**config.mk**
```make
export PLATFORM = sky130hd
export DESIGN_NAME = mem_arbiter
export DESIGN_NICKNAME = d
export VERILOG_FILES = /design/src/rtl/mem_arbiter.sv
export SDC_FILE = /design/constraint.sdc
export NUM_CORES = 1
export LEC_CHECK = 0
export CAP_MARGIN = 30
export CORE_MARGIN = 5
export CORE_UTILIZATION = 25
export CTS_CLUSTER_DIAMETER = 150
export DETAILED_ROUTE_END_ITERATION = 16
export PLACE_DENSITY = 0.57
export RECOVER_POWER = 50
export SYNTH_ARGS = -nofsm -noshare
export SYNTH_HDL_FRONTEND = slang
export SYNTH_SLANG_ARGS = --single-unit
export TNS_END_PERCENT = 20
```
**constraint.sdc**
```tcl
create_clock -name clk -period 2.19 [get_ports clk]
set_clock_uncertainty 0.05 [all_clocks]
set_input_delay 0.3285 -clock clk [delete_from_list [all_inputs] [get_ports clk]]
set_output_delay 0.3285 -clock clk [all_outputs]
set_load 0.05 [all_outputs]
```
**src/rtl/mem_arbiter.sv**
```systemverilog
// Two-requester memory arbiter: instruction fetch and data port share one memory.
// Ties alternate between requesters; a stuck access is abandoned after TIMEOUT busy cycles.
module mem_arbiter #(
  parameter int          ADDR_W  = 16,
  parameter int          DATA_W  = 16,
  parameter logic [7:0]  TIMEOUT = 8'd32
) (
  input  logic              clk,
  input  logic              rst,
  input  logic              if_req,
  input  logic [ADDR_W-1:0] if_addr,
  input  logic              dm_rd_en,
  input  logic              dm_wr_en,
  input  logic [ADDR_W-1:0] dm_addr,
  input  logic [DATA_W-1:0] dm_wdata,
  input  logic              mem_valid,
  input  logic [DATA_W-1:0] mem_rdata,
  output logic              mem_en,
  output logic              mem_wr,
  output logic [ADDR_W-1:0] mem_addr,
  output logic [DATA_W-1:0] mem_wdata,
  output logic [DATA_W-1:0] if_rdata,
  output logic [DATA_W-1:0] dm_rdata,
  output logic              if_done,
  output logic              dm_done,
  output logic              if_stall,
  output logic              dm_stall,
  output logic              err
);

  typedef enum logic [1:0] {IDLE, IF_BUSY, DM_BUSY} state_t;

  state_t            r_state;
  logic              r_last_dm;
  logic [7:0]        r_cnt;
  logic              r_err;
  logic              r_mem_en;
  logic              r_mem_wr;
  logic [ADDR_W-1:0] r_mem_addr;
  logic [DATA_W-1:0] r_mem_wdata;
  logic [DATA_W-1:0] r_if_rdata;
  logic [DATA_W-1:0] r_dm_rdata;

  logic              w_dm_req;
  logic              w_grant_dm;
  logic              w_grant_if;
  logic [7:0]        w_cnt_inc;
  logic              w_timeout;

  assign w_dm_req   = dm_rd_en | dm_wr_en;
  // On a tie the requester that did not win last time goes first.
  assign w_grant_dm = w_dm_req & (~if_req | ~r_last_dm);
  assign w_grant_if = if_req & (~w_dm_req | r_last_dm);
  assign w_cnt_inc  = (r_cnt == 8'hFF) ? r_cnt : r_cnt + 8'd1;
  assign w_timeout  = ~mem_valid & (w_cnt_inc >= TIMEOUT);

  always_ff @(posedge clk) begin
    if (rst) begin
      r_state     <= IDLE;
      r_last_dm   <= 1'b0;
      r_cnt       <= 8'd0;
      r_err       <= 1'b0;
      r_mem_en    <= 1'b0;
      r_mem_wr    <= 1'b0;
      r_mem_addr  <= '0;
      r_mem_wdata <= '0;
      r_if_rdata  <= '0;
      r_dm_rdata  <= '0;
    end else begin
      r_mem_en <= 1'b0;
      case (r_state)
        IDLE: begin
          if (w_grant_dm) begin
            r_state     <= DM_BUSY;
            r_mem_en    <= 1'b1;
            r_mem_wr    <= dm_wr_en;
            r_mem_addr  <= dm_addr;
            r_mem_wdata <= dm_wdata;
            r_last_dm   <= 1'b1;
            r_cnt       <= 8'd0;
          end else if (w_grant_if) begin
            r_state    <= IF_BUSY;
            r_mem_en   <= 1'b1;
            r_mem_wr   <= 1'b0;
            r_mem_addr <= if_addr;
            r_last_dm  <= 1'b0;
            r_cnt      <= 8'd0;
          end
        end
        IF_BUSY: begin
          if (mem_valid) begin
            r_state    <= IDLE;
            r_if_rdata <= mem_rdata;
          end else begin
            r_cnt <= w_cnt_inc;
            if (w_timeout) begin
              r_state <= IDLE;
              r_err   <= 1'b1;
            end
          end
        end
        DM_BUSY: begin
          if (mem_valid) begin
            r_state <= IDLE;
            if (!r_mem_wr) r_dm_rdata <= mem_rdata;
          end else begin
            r_cnt <= w_cnt_inc;
            if (w_timeout) begin
              r_state <= IDLE;
              r_err   <= 1'b1;
            end
          end
        end
        default: r_state <= IDLE;
      endcase
    end
  end

  assign mem_en    = r_mem_en;
  assign mem_wr    = r_mem_wr;
  assign mem_addr  = r_mem_addr;
  assign mem_wdata = r_mem_wdata;
  assign if_rdata  = r_if_rdata;
  assign dm_rdata  = r_dm_rdata;
  assign err       = r_err;
  assign if_done   = (r_state == IF_BUSY) & mem_valid;
  assign dm_done   = (r_state == DM_BUSY) & mem_valid;
  assign if_stall  = if_req & ~if_done;
  assign dm_stall  = w_dm_req & ~dm_done;

endmodule

```
After elaboration in Yosys (flattened, before gate mapping)
Cells that the tools add are included.

Register bits after elaboration: 78. Bits of input ports: 70. Output and inout bits: 71. Logic and storage cells: 65.

Add/sub/neg operators: 1. Magnitude comparators: 1. Equal/unequal tests: 6. Mux-type cells: 17. Bitwise logic cells: 18. Reduce and logical (&&, ||, !) cells: 12.

Operators with widths (count): 16-bit 2-to-1 mux (2); 8-bit 2-to-1 mux (4); 8-bit case mux with 2 select lines (1); 3-bit AND reduction (3); 8-bit by 1-bit adder with 8-bit output, second input constant (1); 8-bit equality test, second input constant (1); 8-bit by 6-bit greater-or-equal comparator with 1-bit output, second input constant (1); 2-bit 2-to-1 mux (4); 1-bit NOT (8); 2-bit AND reduction (4); 1-bit bitwise AND (7); 1-bit 2-to-1 mux (5); 2-bit case mux with 2 select lines (1); 2-bit nonzero test (2); 2-bit OR reduction (2); 3-bit by 1-bit inequality test with 1-bit output, second input constant (1); 3-bit inequality test, second input constant (1); 1-bit bitwise OR (3); 2-bit by 1-bit equality test with 1-bit output, second input constant (1); 2-bit equality test, second input constant (1); 2-bit logical NOT (1); 2-bit inequality test, second input constant (1).

Logic depth before layout (Yosys ltp)
Depth in word-level cells: 7. Gate-level depth with buffers: 8. Mapped depth without buffers: 7.

Least setup slack after synthesis
No wires, ideal clock.

Kind: reg2out. From: register r_state[0]. To: output port dm_stall. Arrival time: 1.628 ns. Data required time: 1.811 ns. Setup slack: 0.183 ns. Cell stages (with the launch flop): 5. Buffers on the path: 0. Cell sequence: dfxtp_1 inv_1 ha_1 and2_1 nor2_1.

Longest elaborated chain between the ends: 4.

RTL lines: from (decl) (line 33) `state_t r_state;`; from (signal assigned) (line 59) `r_state <= IDLE;`; from (signal assigned) (line 74) `r_state <= DM_BUSY;`; from (signal assigned) (line 82) `r_state <= IF_BUSY;`; 2-bit equality test (line 127) `assign dm_done = (r_state == DM_BUSY) & mem_valid;`; 1-bit bitwise AND (line 127); net dm_done (line 25) `output logic dm_done,`; 1-bit NOT (line 129) `assign dm_stall = w_dm_req & ~dm_done;`; 1-bit bitwise AND (line 129); to (decl) (line 27) `output logic dm_stall,`.

The timed path passes the listed nets, and every way through them passes these cells.

Worst setup path after layout
From: register r_mem_wr, in the netlist mem_wr. To: output port mem_wr.

RTL lines: from (decl) (line 38) `logic r_mem_wr;`; from (signal assigned) (line 76) `r_mem_wr <= dm_wr_en;`; to (decl) (line 19) `output logic mem_wr,`.

No word-level cell between the ends.

==> qor.txt <==
Antenna Nets Post-Route: 0
Finished Layout Cells: 691
Clk network pwr share: 36.3%
commonest cells in the netlist: 105 x nand2_1, 78 x dfxtp_1, 47 x a21oi_1
starting DRC count in detailed routing: 166
synth-to-layout area growth: 58.4%
Yosys top cell by area: dfxtp_1
post-DP HPWL: 6880 µm
cells taking the most area after synthesis: dfxtp_1 48%, nand2_1 12%, a21oi_1 7.2%
f_max: 506 MHz
ys async rst share: 0%
GRT Total Usage: 12.5%
number of synthesized flops with an enable pin: 0
Slowest-stage cell, CP: clkdlybuf4s50_1
Worst Hold Class: reg -> reg
Die Ht: 124 µm
Final nets: 587
Core Area: 12700 µm²
largest net degree at the start of global routing: 77
first-pass GRT wire length: 15100 µm
wire per inst: 13.6 µm
CTS clk-pin slew, worst paths: 0.06 ns
cts bufs inserted: 9
TritonRoute pass-1 iters: 4
Max-cap violations: 0
post-synth top area share: 48.1%
via count: 3059
worst skew pair latency: 0.33 ns
Synth Cell Area: 3250 µm²
Final Hold Viols: 0
#FFs+latches synth: 78
initial antenna violation count: 1
Netlist cell types: 49
Crit Path Max Fanout: 4
Top FF cell, synth: dfxtp_1
layout cell share with drive strength beyond 1: 8.49%
Final setup viols: 0
Critical Path End Type: output port
crit path launch type: register
status: completed
Seq/Total Area, Yosys: 48.1%
row cnt: 41
setup tns final: 0 ns
critical path arrival: 1.60 ns
Post-Route Utilization: 40.6%
P_leak: 1.91 nW
Crit Path Category: reg -> out
full die area: 15400 µm²
post-CTS sizing: 0
min cycle time layout: 1.98 ns
clk root buf: clkbuf_16
Final Cycle Share: 90.2%
critical path required time: 1.81 ns
Synth warnings: 0
Peak VDD IR: 0.603 mV
Sink Count: 78
switching fraction of total power: 33.3%
I/O pins: 141
GRT overflow: 0
Syn Inst Count: 379
GP Congestion: 0.761
placed cell count: 674
syn nets: 453
port bufs: 140
critical path's largest stage delay: 0.86 ns
routed wire length: 9420 µm
most numerous cell in the Yosys netlist: nand2_1
Die W: 124 µm
crit path cell chain: clkdlybuf4s50_1
Max clock buf depth: 2
TritonCTS clock tree: built
buffers and inverters on the worst path: 1
combinational power share: 30.9%
CP top delay family: buffers and inverters
RSZ-0062 raised after global routing: no
Slew HR: 49.0%
Max Slew Vio Count: 0
drt drc: 0
switching power: 1.69 mW
Int Power: 3.39 mW
vias in the first global route: 3022
Via density: 4.43
Initial Utilization: 25.6%
Fin Hold WS: 0.400 ns
syn avg cell area: 8.56 µm²
post-cts hold buffer count: 0
post-CTS setup buffer count: 0
Cell Pwr Density: 989 nW/µm²
worst slew pin tran: 0.766 ns
power share of the sequential group: 32.8%
H-tree depth: 3
## sequential cells by signal, summed over array words and instances (netlist names)
signal,flops
err,1
mem_wr,1
mem_addr,16
mem_en,1
r_state,2
if_rdata,16
mem_wdata,16
r_last_dm,1
r_cnt,8
dm_rdata,16
## through the flow
step	area (µm²)	total power, mW	worst slack, ns
4_1_cts	5180	5.18	0.186
6_report	5140	5.08	0.214
5_1_grt	5140	5.34	0.0921
3_5_place_dp	4810	3.32	0.114
2_1_floorplan	3250	2.77	0.183
3_3_place_gp	4810	3.30	0.157
## metal layers
layer / global-route usage (%) / routed length [µm] / vias up
li1: - / - / 1559
met1: 15.9 / 4200 / 1388
met2: 18.6 / 4150 / 106
met3: 5.81 / 961 / 6
met4: 4.11 / 104 / 0
met5: 0 / 0 / -
## final timing paths
kind / start / end / slack [ns] / cells past startpoint
setup / recovery: mem_wr$_SDFFE_PP0P_ / mem_wr / 0.21 / 1
hold / removal: mem_wdata[1]$_SDFFE_PP0P_ / mem_wdata[1]$_SDFFE_PP0P_ / 0.40 / 2
setup reg to reg: r_state[0]$_SDFFE_PP0P_ / r_cnt[0]$_SDFFE_PP0P_ / 0.27 / 7
hold reg to reg: mem_wdata[1]$_SDFFE_PP0P_ / mem_wdata[1]$_SDFFE_PP0P_ / 0.40 / 2
## cell type report
class | count | area [µm²]
Fill cell | 1313 | 7530
Clock buffer | 9 | 225
Tap cell | 172 | 215
Clock inverter | 7 | 145
Multi-Input combinational cell | 272 | 1500
Sequential cell | 78 | 1560
Antenna cell | 1 | 2.50
Inverter | 5 | 18.8
Timing Repair Buffer | 147 | 1470
## power groups by stage
stage	clock network [mW]	registers, mW	logic (mW)
floorplan	0	2.17	0.596
finish	1.84	1.67	1.57
detailed placement	0	1.70	1.62
global placement	0	1.70	1.61
CTS	1.88	1.67	1.62
global route	1.95	1.69	1.69
## logic make-up after synthesis
group	share of synthesized area, %
AND/OR/NAND/NOR	21.9
XOR/XNOR	0.810
adder cells (fa/ha/maj)	1.54
flip-flops	48.1
AO/OA/AOI/OAI	17.6
buffers and inverters	4.74
multiplexers	5.28
## tightest hold or removal path: stages (launching register included)
cell	delay [ns]
dfxtp_1	0.31
nand2_1	0.05
a21oi_1	0.05
## cells in the final DEF (no fill, tap or decap), types with 3 or more instances in the layout
cell type	n
o21ai_0	4
nor3_1	4
a211oi_1	16
clkbuf_16	9
nand2_1	105
ha_1	4
o31ai_1	4
clkdlybuf4s50_1	121
buf_12	3
a21oi_1	51
a21oi_2	4
dlygate4sd3_1	14
xnor2_1	3
mux2i_1	16
nor2_1	29
inv_1	4
nand3_1	5
dfxtp_1	78
bufinv_16	4
buf_4	5
(Power assumes the default switching activity.)
